==> config.mk <==
export PLATFORM = sky130hd
export DESIGN_NAME = gate_door_ctrl
export DESIGN_NICKNAME = d
export VERILOG_FILES = /design/src/rtl/gate_door_ctrl.sv
export SDC_FILE = /design/constraint.sdc
export NUM_CORES = 1
export LEC_CHECK = 0
export ABC_AREA = 1
export CORE_UTILIZATION = 25
export DETAILED_ROUTE_END_ITERATION = 10
export HOLD_SLACK_MARGIN = 0.06
export PLACE_DENSITY_LB_ADDON = 0.25
export RECOVER_POWER = 50
export SYNTH_ARGS = -nofsm -noshare
export SYNTH_HDL_FRONTEND = slang
export SYNTH_SLANG_ARGS = --single-unit
==> constraint.sdc <==
create_clock -name clk -period 3.9 [get_ports clk]
set_input_delay 0.585 -clock clk [delete_from_list [all_inputs] [get_ports clk]]
set_output_delay 0.585 -clock clk [all_outputs]
set_load 0.02 [all_outputs]
==> src/rtl/gate_door_ctrl.sv <==
// -----------------------------------------------------------------------------
// gate_door_ctrl
//
// Gate door motor sequencer that sits downstream of the fare FSM. A one-cycle
// `open` grant starts the door travelling open. The door is held open until the
// paid passengers have crossed or a hold timeout expires, and is then closed.
// It reopens if the door edge is obstructed while closing. Fares that arrive
// while the door is already moving or open are stacked as credits, saturating
// at 3. Tailgating (a crossing with the door shut) and timeouts that leave
// credit unused both raise a one-cycle alarm.
//
// Parameters
//   TRAVEL_CYCLES  cycles for a full open or close stroke (>=1)
//   HOLD_CYCLES    idle cycles the door stays open before closing (>=1)
//   TMR_W          timer width; must hold max(TRAVEL_CYCLES, HOLD_CYCLES)
//
// Ports
//   clk          in   system clock; all logic on the rising edge
//   reset        in   synchronous, active-high reset
//   open         in   fare granted (one-cycle pulse)
//   maintenance  in   level; take the gate out of service
//   pass_sensor  in   level; high while a body is in the aisle
//   obstruct     in   level; door edge blocked
//   motor_open   out  drive the motor in the open direction
//   motor_close  out  drive the motor in the close direction
//   door_is_open out  door fully open
//   ready        out  gate idle and closed; a new fare may be granted
//   alarm        out  one-cycle pulse: tailgate, or timeout with unused credit
//   credits      out  outstanding paid crossings (saturates at 3)
//   pass_total   out  16-bit count of crossings that consumed a credit
//                     (only present when GATE_PASS_COUNT_EN is defined)
//
// Build option
//   GATE_PASS_COUNT_EN  adds the pass_total port and its wrapping counter.
// -----------------------------------------------------------------------------
module gate_door_ctrl #(
    parameter int TRAVEL_CYCLES = 4,
    parameter int HOLD_CYCLES   = 8,
    parameter int TMR_W         = 8
) (
    input  logic        clk,
    input  logic        reset,
    input  logic        open,
    input  logic        maintenance,
    input  logic        pass_sensor,
    input  logic        obstruct,
    output logic        motor_open,
    output logic        motor_close,
    output logic        door_is_open,
    output logic        ready,
    output logic        alarm,
    output logic [1:0]  credits
`ifdef GATE_PASS_COUNT_EN
    ,
    output logic [15:0] pass_total
`endif
);

    typedef enum logic [2:0] {
        ST_CLOSED,
        ST_OPENING,
        ST_OPEN,
        ST_CLOSING,
        ST_MAINT
    } state_t;

    localparam logic [TMR_W-1:0] TRAVEL_LAST = TMR_W'(TRAVEL_CYCLES - 1);
    localparam logic [TMR_W-1:0] HOLD_LAST   = TMR_W'(HOLD_CYCLES - 1);

    state_t           state_reg, state_next;
    logic [TMR_W-1:0] timer_reg, timer_next;
    logic [1:0]       credits_reg, credits_next;
    logic             pass_prev_reg;
    logic             alarm_next;
    logic             pass_consumed;

    logic             motor_open_reg;
    logic             motor_close_reg;
    logic             door_is_open_reg;
    logic             ready_reg;
    logic             alarm_reg;

    logic             pass_event;
    logic             has_credit;
    logic [1:0]       credits_inc;
    logic             reopen_fare;

    assign pass_event  = pass_sensor & ~pass_prev_reg;
    assign has_credit  = (credits_reg != 2'd0);
    assign credits_inc = (credits_reg == 2'd3) ? 2'd3 : credits_reg + 2'd1;
    // A fare arriving while the gate is being closed for service does not
    // reopen the door and earns no credit; an obstruction still does reopen.
    assign reopen_fare = open & ~maintenance;

    always_comb begin
        state_next    = state_reg;
        timer_next    = timer_reg;
        credits_next  = credits_reg;
        alarm_next    = 1'b0;
        pass_consumed = 1'b0;

        case (state_reg)
            ST_CLOSED: begin
                timer_next = '0;
                // Anyone crossing a shut gate is a tailgater.
                alarm_next = pass_event;
                if (maintenance) begin
                    state_next = ST_MAINT;
                end else if (open) begin
                    state_next   = ST_OPENING;
                    credits_next = 2'd1;
                end
            end

            ST_OPENING: begin
                if (maintenance) begin
                    state_next   = ST_CLOSING;
                    credits_next = 2'd0;
                    timer_next   = '0;
                end else begin
                    if (open) begin
                        credits_next = credits_inc;
                    end
                    if (timer_reg == TRAVEL_LAST) begin
                        state_next = ST_OPEN;
                        timer_next = '0;
                    end else begin
                        timer_next = timer_reg + TMR_W'(1);
                    end
                end
            end

            ST_OPEN: begin
                if (maintenance) begin
                    state_next   = ST_CLOSING;
                    credits_next = 2'd0;
                    timer_next   = '0;
                end else if (pass_event && has_credit && open) begin
                    // One crossing paid for, one fare added: balance unchanged.
                    pass_consumed = 1'b1;
                    timer_next    = '0;
                end else if (pass_event && has_credit) begin
                    pass_consumed = 1'b1;
                    credits_next  = credits_reg - 2'd1;
                    timer_next    = '0;
                    // Last paid passenger through: start closing straight away.
                    if (credits_reg == 2'd1) begin
                        state_next = ST_CLOSING;
                    end
                end else if (open) begin
                    credits_next = credits_inc;
                    timer_next   = '0;
                end else if (timer_reg == HOLD_LAST) begin
                    // Paid-for crossings that never happened are flagged and
                    // forfeited.
                    state_next   = ST_CLOSING;
                    timer_next   = '0;
                    credits_next = 2'd0;
                    alarm_next   = has_credit;
                end else begin
                    timer_next = timer_reg + TMR_W'(1);
                end
            end

            ST_CLOSING: begin
                if (obstruct || reopen_fare) begin
                    state_next = ST_OPENING;
                    timer_next = '0;
                    if (reopen_fare) begin
                        credits_next = credits_inc;
                    end
                end else if (timer_reg == TRAVEL_LAST) begin
                    // A pending service request is picked up from CLOSED.
                    state_next = ST_CLOSED;
                    timer_next = '0;
                end else begin
                    timer_next = timer_reg + TMR_W'(1);
                end
            end

            ST_MAINT: begin
                timer_next   = '0;
                credits_next = 2'd0;
                alarm_next   = pass_event;
                if (!maintenance) begin
                    state_next = ST_CLOSED;
                end
            end

            default: begin
                state_next   = ST_CLOSED;
                timer_next   = '0;
                credits_next = 2'd0;
            end
        endcase
    end

    // Outputs are decoded from the next state so that each registered output
    // lines up with the cycle in which its state is occupied.
    always_ff @(posedge clk) begin
        if (reset) begin
            state_reg        <= ST_CLOSED;
            timer_reg        <= '0;
            credits_reg      <= 2'd0;
            pass_prev_reg    <= 1'b0;
            motor_open_reg   <= 1'b0;
            motor_close_reg  <= 1'b0;
            door_is_open_reg <= 1'b0;
            ready_reg        <= 1'b1;
            alarm_reg        <= 1'b0;
        end else begin
            state_reg        <= state_next;
            timer_reg        <= timer_next;
            credits_reg      <= credits_next;
            pass_prev_reg    <= pass_sensor;
            motor_open_reg   <= (state_next == ST_OPENING);
            motor_close_reg  <= (state_next == ST_CLOSING);
            door_is_open_reg <= (state_next == ST_OPEN);
            ready_reg        <= (state_next == ST_CLOSED);
            alarm_reg        <= alarm_next;
        end
    end

    assign motor_open   = motor_open_reg;
    assign motor_close  = motor_close_reg;
    assign door_is_open = door_is_open_reg;
    assign ready        = ready_reg;
    assign alarm        = alarm_reg;
    assign credits      = credits_reg;

`ifdef GATE_PASS_COUNT_EN
    logic [15:0] pass_total_reg;

    // Lifetime counter: wraps naturally and survives maintenance.
    always_ff @(posedge clk) begin
        if (reset) begin
            pass_total_reg <= 16'd0;
        end else if (pass_consumed) begin
            pass_total_reg <= pass_total_reg + 16'd1;
        end
    end

    assign pass_total = pass_total_reg;
`else
    logic unused_pass_consumed;
    assign unused_pass_consumed = pass_consumed;
`endif

endmodule

==> results.cfg, run 1 <==
[status]
run_status = finished clean

[job]
timing.max_cap.violations = 0

[worst_setup_path]
timing.critical_path.mode_cell = sky130_fd_sc_hd__nand2_2
crit_path_cell_trace = dlygate4sd3_1 > nor2_1 > nand3_1 > nand2_2 > nand2_2 > nor3b_2
path_delay_family = simple AND/OR/NAND/NOR gates
cp.depth = 6
crit_required_ns = 4.09
worst-r2r-setup-slack_ns = 2.21
critPathArrivalTime_ns = 2.07
criticalPathCategory = input pin to flip-flop
worstPathBufferInverterCount = 1
crit_fanout = 6
worstSetupEndpointType = flip-flop
r2r_cells = 10
timing.critical_path.slowest_stage_cell = sky130_fd_sc_hd__dlygate4sd3_1
critical_path.startpoint_type = input pin
cp_slowest_stage_delay_ns = 0.60

[synth]
synth_simple_gate_area_frac = 0.368
synth.area.mux_share = 0
synth_fa_ha_area_frac = 0.0353
synth_largest_area_cell = sky130_fd_sc_hd__dfxtp_1
netlist_instances = 163
synth.top_cells.by_area = sky130_fd_sc_hd__dfxtp_1 36%, sky130_fd_sc_hd__nand2_1 12%, sky130_fd_sc_hd__inv_1 11%, sky130_fd_sc_hd__nor2_1 8.1%, sky130_fd_sc_hd__nand3_1 6.6%
synth_top_family_by_area = simple AND/OR/NAND/NOR gates
syn_area_per_cell_um2 = 6.52
synthDistinctLibCells = 20
synth-compound-area-share = 0.0906
fraction_of_synthesized_cell_area_in_xor_and_xnor_cells = 0.0247
mappedNetlistArea_um2 = 1060
synthesis.yosys.warnings = 0
seq_area_frac_synth = 0.358
ys_seq_elements = 19
yosysTopAreaCellShare = 0.358
synth_nets = 172

[detailed_routing]
post-route-drc-count = 0
firstDrtPassIters = 4
vias = 961
routed_wire_length_per_instance_um = 9.84
dr.first_iter.drc_count = 36
drtAntennaViolNets = 0
post_drt_via_cell_ratio = 4.20
finalWirelength_um = 2250

[clock_network]
htree_num_levels = 1
clock-root-buffer = sky130_fd_sc_hd__clkbuf_8
cts.sinks = 19
cts-buffers-inserted = 3
clock_transition_at_the_registers_of_the_reported_paths_ns = 0.08
clock_path_buffers = 2
ctsHoldBuffers = 0
post_cts_resize_count = 0
post_cts_buffers = 0
cts_tree = done
clk_latency_ns = 0.26

[power_and_ir_drop]
power.switching_fraction = 0.275
total_power_mw = 0.412
vdd_drop_max_mv = 0.148
combinationalPowerShare = 0.162
share_seq_of_total_power = 0.498
net-switching-power_mw = 0.113
p_clk_frac = 0.340
power_per_cell_area_nw_per_um2 = 321
power.leakage_nw = 0.644
intPower_mw = 0.298

[die]
pin_count = 13
initial_utilization = 0.264
area_of_the_core_region_um2 = 4030
dieHeight_um = 67.2
fp-row-count = 23
die-area_um2 = 4520
fp.dieW_um = 67.2

[global_routing]
vias_in_the_first_global_route = 918
first_pass_grt_wire_length_um = 3960
grt_ovf = 0
maximum_number_of_pins_on_one_net_before_global_route_repair = 12
grtUsageTotal = 0.118
antenna_violations_before_repair = 0

[sta]
final-setup-viol-count = 0
timing.setup.tns_ns = 0
post-route-worst-setup-slack_ns = 2.01
finalCritPeriodShare = 0.483
hold_ws_ns = 0.524
timing_max_transition_violations_final = 0
rsz_0062_raised_after_global_routing = false
finalWorstPathRequiredPeriod_ns = 1.89
maxClockFrequency_mhz = 530
hold_viol = 0
maxSlewHeadroom = 0.680
worst_clock_skew_ns = 0.00413
tightestPinTransition_ns = 0.476

[final_layout]
layout_area_overhead_pct = 20.6
drive_gt1_frac = 0.0782
diodes = 0
final_nets = 189
largest_register_ffs = 8
fill_cells = 459

[placed_design]
dpl.hpwl_um = 1800
port_buffers = 12
pre_cts_slack_ns = 1.82
gpl_wtd_cong = 0.778

[min_path]
hold_path_class = flip-flop to flip-flop
min_path_cells = 3
-- power groups by stage --
stage / clock network [mW] / logic, mW / registers [mW]
CTS: 0.148 / 0.0699 / 0.205
finish: 0.140 / 0.0667 / 0.205
global placement: 0 / 0.0700 / 0.210
detailed placement: 0 / 0.0693 / 0.210
floorplan: 0 / 0.0368 / 0.216
global route: 0.154 / 0.0771 / 0.206
-- routing by layer --
metal	part of all wire	vias up	GRT usage	wire length, um
met2	0.46	13	0.194	1030
met5	0	-	0	0
met4	0.0062	0	0.0399	14
li1	-	535	-	-
met3	0.032	2	0.0321	72
met1	0.50	411	0.148	1140
-- cell usage in the layout (no fill, tap or decap), drive strengths merged --
cell            n
nand2          38
o21ai          10
clkdlybuf4s50   4
clkinv          1
clkbuf          3
dlygate4sd3     8
inv            35
nand4           2
nor3            4
nor3b           1
a21oi           4
dfxtp          19
nand3          15
xor2            3
o211ai          3
nor2           25
ha              3
nand3b          1
-- layout make-up --
cell class              count  area, um^2  area share
clock inverters             1        5.00     0.00390
repair buffers             12         120      0.0937
clock buffers               3        41.3      0.0322
multi-input cells         109         542       0.422
flip-flops and latches     19         380       0.297
well taps                  50        62.6      0.0488
inverters                  35         131       0.102
-- synth_stat cells --
| cell type | instances |
|---|---|
| sky130_fd_sc_hd__a21oi_1 | 4 |
| sky130_fd_sc_hd__dfxtp_1 | 19 |
| sky130_fd_sc_hd__ha_1 | 3 |
| sky130_fd_sc_hd__inv_1 | 32 |
| sky130_fd_sc_hd__inv_2 | 3 |
| sky130_fd_sc_hd__nand2_1 | 33 |
| sky130_fd_sc_hd__nand2_2 | 5 |
| sky130_fd_sc_hd__nand3_1 | 14 |
| sky130_fd_sc_hd__nand3_2 | 1 |
| sky130_fd_sc_hd__nand3b_1 | 1 |
| sky130_fd_sc_hd__nand4_1 | 2 |
| sky130_fd_sc_hd__nor2_1 | 23 |
| sky130_fd_sc_hd__nor2_2 | 1 |
| sky130_fd_sc_hd__nor2_4 | 1 |
| sky130_fd_sc_hd__nor3_1 | 4 |
| sky130_fd_sc_hd__nor3b_2 | 1 |
| sky130_fd_sc_hd__o211ai_1 | 3 |
| sky130_fd_sc_hd__o21ai_0 | 9 |
| sky130_fd_sc_hd__o21ai_2 | 1 |
| sky130_fd_sc_hd__xor2_1 | 3 |
-- worst paths after layout --
path,end,start
worst max register to register,credits[1],credits[0]
worst min register to register,alarm,pass_prev_reg
worst min-delay path,alarm,pass_prev_reg
worst max-delay path,timer_reg[3],maintenance
-- stage by stage --
step	util	instances	area (um^2)
after CTS	0.321	229	1290
final	0.318	229	1280
after detailed placement	0.309	225	1250
after global placement	0.309	225	1250
after floorplan	-	163	1060
after global routing	0.318	229	1280
-- logic make-up after synthesis --
kind of cell,after synthesis
and+or+nand+nor,86
xor gates and xnor gates,3
DFF,19
buffers and inverters,35
AOI/OAI and AO/OA,17
adders and majority gates,3
-- worst register-to-register path: stages, from the launching register on --
cell and delay, ns:
sky130_fd_sc_hd__dfxtp_1 0.36, sky130_fd_sc_hd__inv_1 0.09, sky130_fd_sc_hd__ha_1 0.22, sky130_fd_sc_hd__inv_1 0.08, sky130_fd_sc_hd__nand3_1 0.16, sky130_fd_sc_hd__nand2_1 0.10, sky130_fd_sc_hd__inv_1 0.07, sky130_fd_sc_hd__nand3_1 0.12
sky130_fd_sc_hd__nand3_1 0.14, sky130_fd_sc_hd__o21ai_0 0.19, sky130_fd_sc_hd__nor2_1 0.06
No activity file was read; power rests on OpenSTA's default activity.
==> run 2: changes to the inputs <==
==> constraint.sdc (replaced) <==
create_clock -name clk -period 1.7 [get_ports clk]
set_input_delay 0.255 -clock clk [delete_from_list [all_inputs] [get_ports clk]]
set_output_delay 0.255 -clock clk [all_outputs]
set_load 0.02 [all_outputs]
==> results.cfg, run 2 (synthesized netlist as in run 1, its figures left out) <==
[sta]
timing.setup.tns_ns = 0
finalCritPeriodShare = 0.903
finalWorstPathRequiredPeriod_ns = 1.53
hold_viol = 0
final-setup-viol-count = 0
maxSlewHeadroom = 0.847
tightestPinTransition_ns = 0.228
rsz_0062_raised_after_global_routing = false
worst_clock_skew_ns = 0.00167
post-route-worst-setup-slack_ns = 0.165
maxClockFrequency_mhz = 651
hold_ws_ns = 0.525
timing_max_transition_violations_final = 0

[final_layout]
leading_cell_type_in_the_layout_fill_and_taps_excluded = sky130_fd_sc_hd__nand2_1
finalInstanceArea_um2 = 1340
drive_gt1_frac = 0.130
final_nets = 194
layout.cells.most_common_list = 34 x sky130_fd_sc_hd__nand2_1, 32 x sky130_fd_sc_hd__inv_1, 23 x sky130_fd_sc_hd__nor2_1
layout_area_overhead_pct = 26.0
final_core_util = 0.333
largest_register_ffs = 8
instances_no_fill = 234
diodes = 0

[clock_network]
clock_path_buffers = 2
clock_transition_at_the_registers_of_the_reported_paths_ns = 0.07
post_cts_buffers = 0
htree_num_levels = 1
clk_latency_ns = 0.25
post_cts_resize_count = 0
cts-buffers-inserted = 3
cts_tree = done
ctsHoldBuffers = 0
cts.sinks = 19
clock-root-buffer = sky130_fd_sc_hd__clkbuf_8

[worst_setup_path]
timing.critical_path.mode_cell = sky130_fd_sc_hd__inv_1
crit_required_ns = 1.85
criticalPathCategory = flip-flop to flip-flop
critPathArrivalTime_ns = 1.69
worstSetupEndpointType = flip-flop
timing.critical_path.slowest_stage_cell = sky130_fd_sc_hd__dfxtp_2
r2r_cells = 11
cp.depth = 11
crit_path_cell_trace = inv_1 > ha_1 > inv_1 > nand3_1 > buf_4 > inv_1 > nand2_1 > nand3_1 > o21ai_0 > o21ai_1 > nor2_1
crit_fanout = 4
critical_path.startpoint_type = flip-flop
worstPathBufferInverterCount = 4
cp_slowest_stage_delay_ns = 0.34
path_delay_family = buffers and inverters

[die]
initial_utilization = 0.264
area_of_the_core_region_um2 = 4030
fp-row-count = 23
pin_count = 13
fp.dieW_um = 67.2
die-area_um2 = 4520
dieHeight_um = 67.2

[power_and_ir_drop]
p_clk_frac = 0.329
power.switching_fraction = 0.269
vdd_drop_max_mv = 0.328
combinationalPowerShare = 0.173
share_seq_of_total_power = 0.498
net-switching-power_mw = 0.254
intPower_mw = 0.692
power.leakage_nw = 0.674
power_per_cell_area_nw_per_um2 = 706
total_power_mw = 0.946

[status]
run_status = finished clean

[placed_design]
port_buffers = 12
pre_cts_slack_ns = 0.0267
place.detailed.instances = 230
dpl.hpwl_um = 1800
dpl_cell_area_um2 = 1280
gpl_wtd_cong = 0.797

[detailed_routing]
post-route-drc-count = 0
dr.first_iter.drc_count = 36
routed_wire_length_per_instance_um = 9.44
finalWirelength_um = 2210
firstDrtPassIters = 4
drtAntennaViolNets = 0
vias = 997
post_drt_via_cell_ratio = 4.26

[global_routing]
vias_in_the_first_global_route = 949
maximum_number_of_pins_on_one_net_before_global_route_repair = 12
grtUsageTotal = 0.115
first_pass_grt_wire_length_um = 3960
antenna_violations_before_repair = 0
grt_ovf = 0

[min_path]
hold_path_class = flip-flop to flip-flop
min_path_cells = 3

[job]
timing.max_cap.violations = 0
## run 2: area by class of cell
class	count	area [um^2]
Tap cell	50	62.6
Multi-Input combinational cell	109	564
Clock inverter	1	5.00
Inverter	35	131
Clock buffer	3	41.3
Sequential cell	19	382
Fill cell	449	2690
Timing Repair Buffer	17	154
## run 2: worst register-to-register path, cell delays in order (launching register included)
cell and delay [ns]:
sky130_fd_sc_hd__dfxtp_2 0.34, sky130_fd_sc_hd__inv_1 0.07, sky130_fd_sc_hd__ha_1 0.22, sky130_fd_sc_hd__inv_1 0.09, sky130_fd_sc_hd__nand3_1 0.12, sky130_fd_sc_hd__buf_4 0.16
sky130_fd_sc_hd__inv_1 0.06, sky130_fd_sc_hd__nand2_1 0.05, sky130_fd_sc_hd__nand3_1 0.05, sky130_fd_sc_hd__o21ai_0 0.08, sky130_fd_sc_hd__o21ai_1 0.14, sky130_fd_sc_hd__nor2_1 0.05
## run 2: final timing paths
path / start / to / slack, ns
worst max-delay path: credits[0] / credits[1] / 0.17
worst min-delay path: pass_prev_reg / alarm / 0.52
worst max register to register: credits[0] / credits[1] / 0.17
worst min register to register: pass_prev_reg / alarm / 0.52
## run 2: layer usage
metal / routed length [um] / share of wire / vias up / GRT usage
met4: 34 / 0.015 / 0 / 0.0399
met5: 0 / 0 / - / 0
met3: 82 / 0.037 / 4 / 0.0355
met2: 945 / 0.43 / 14 / 0.183
met1: 1150 / 0.52 / 431 / 0.146
li1: - / - / 548 / -
## run 2: power by group through the flow
stage	logic [mW]	clock network (mW)	registers, mW
2_1_floorplan	0.0844	0	0.495
3_3_place_gp	0.167	0	0.482
3_5_place_dp	0.166	0	0.481
4_1_cts	0.167	0.330	0.471
5_1_grt	0.184	0.340	0.473
6_report	0.164	0.311	0.471
==> run 3: changes to the inputs <==
--- a/config.mk
+++ b/config.mk
@@ -6,6 +6,7 @@
 export NUM_CORES = 1
 export LEC_CHECK = 0
 export ABC_AREA = 1
+export CAP_MARGIN = 20
 export CORE_UTILIZATION = 25
 export DETAILED_ROUTE_END_ITERATION = 10
 export HOLD_SLACK_MARGIN = 0.06
==> results of run 3 <==
No change in the layout: final DEF, timing and power equal those of run 2.
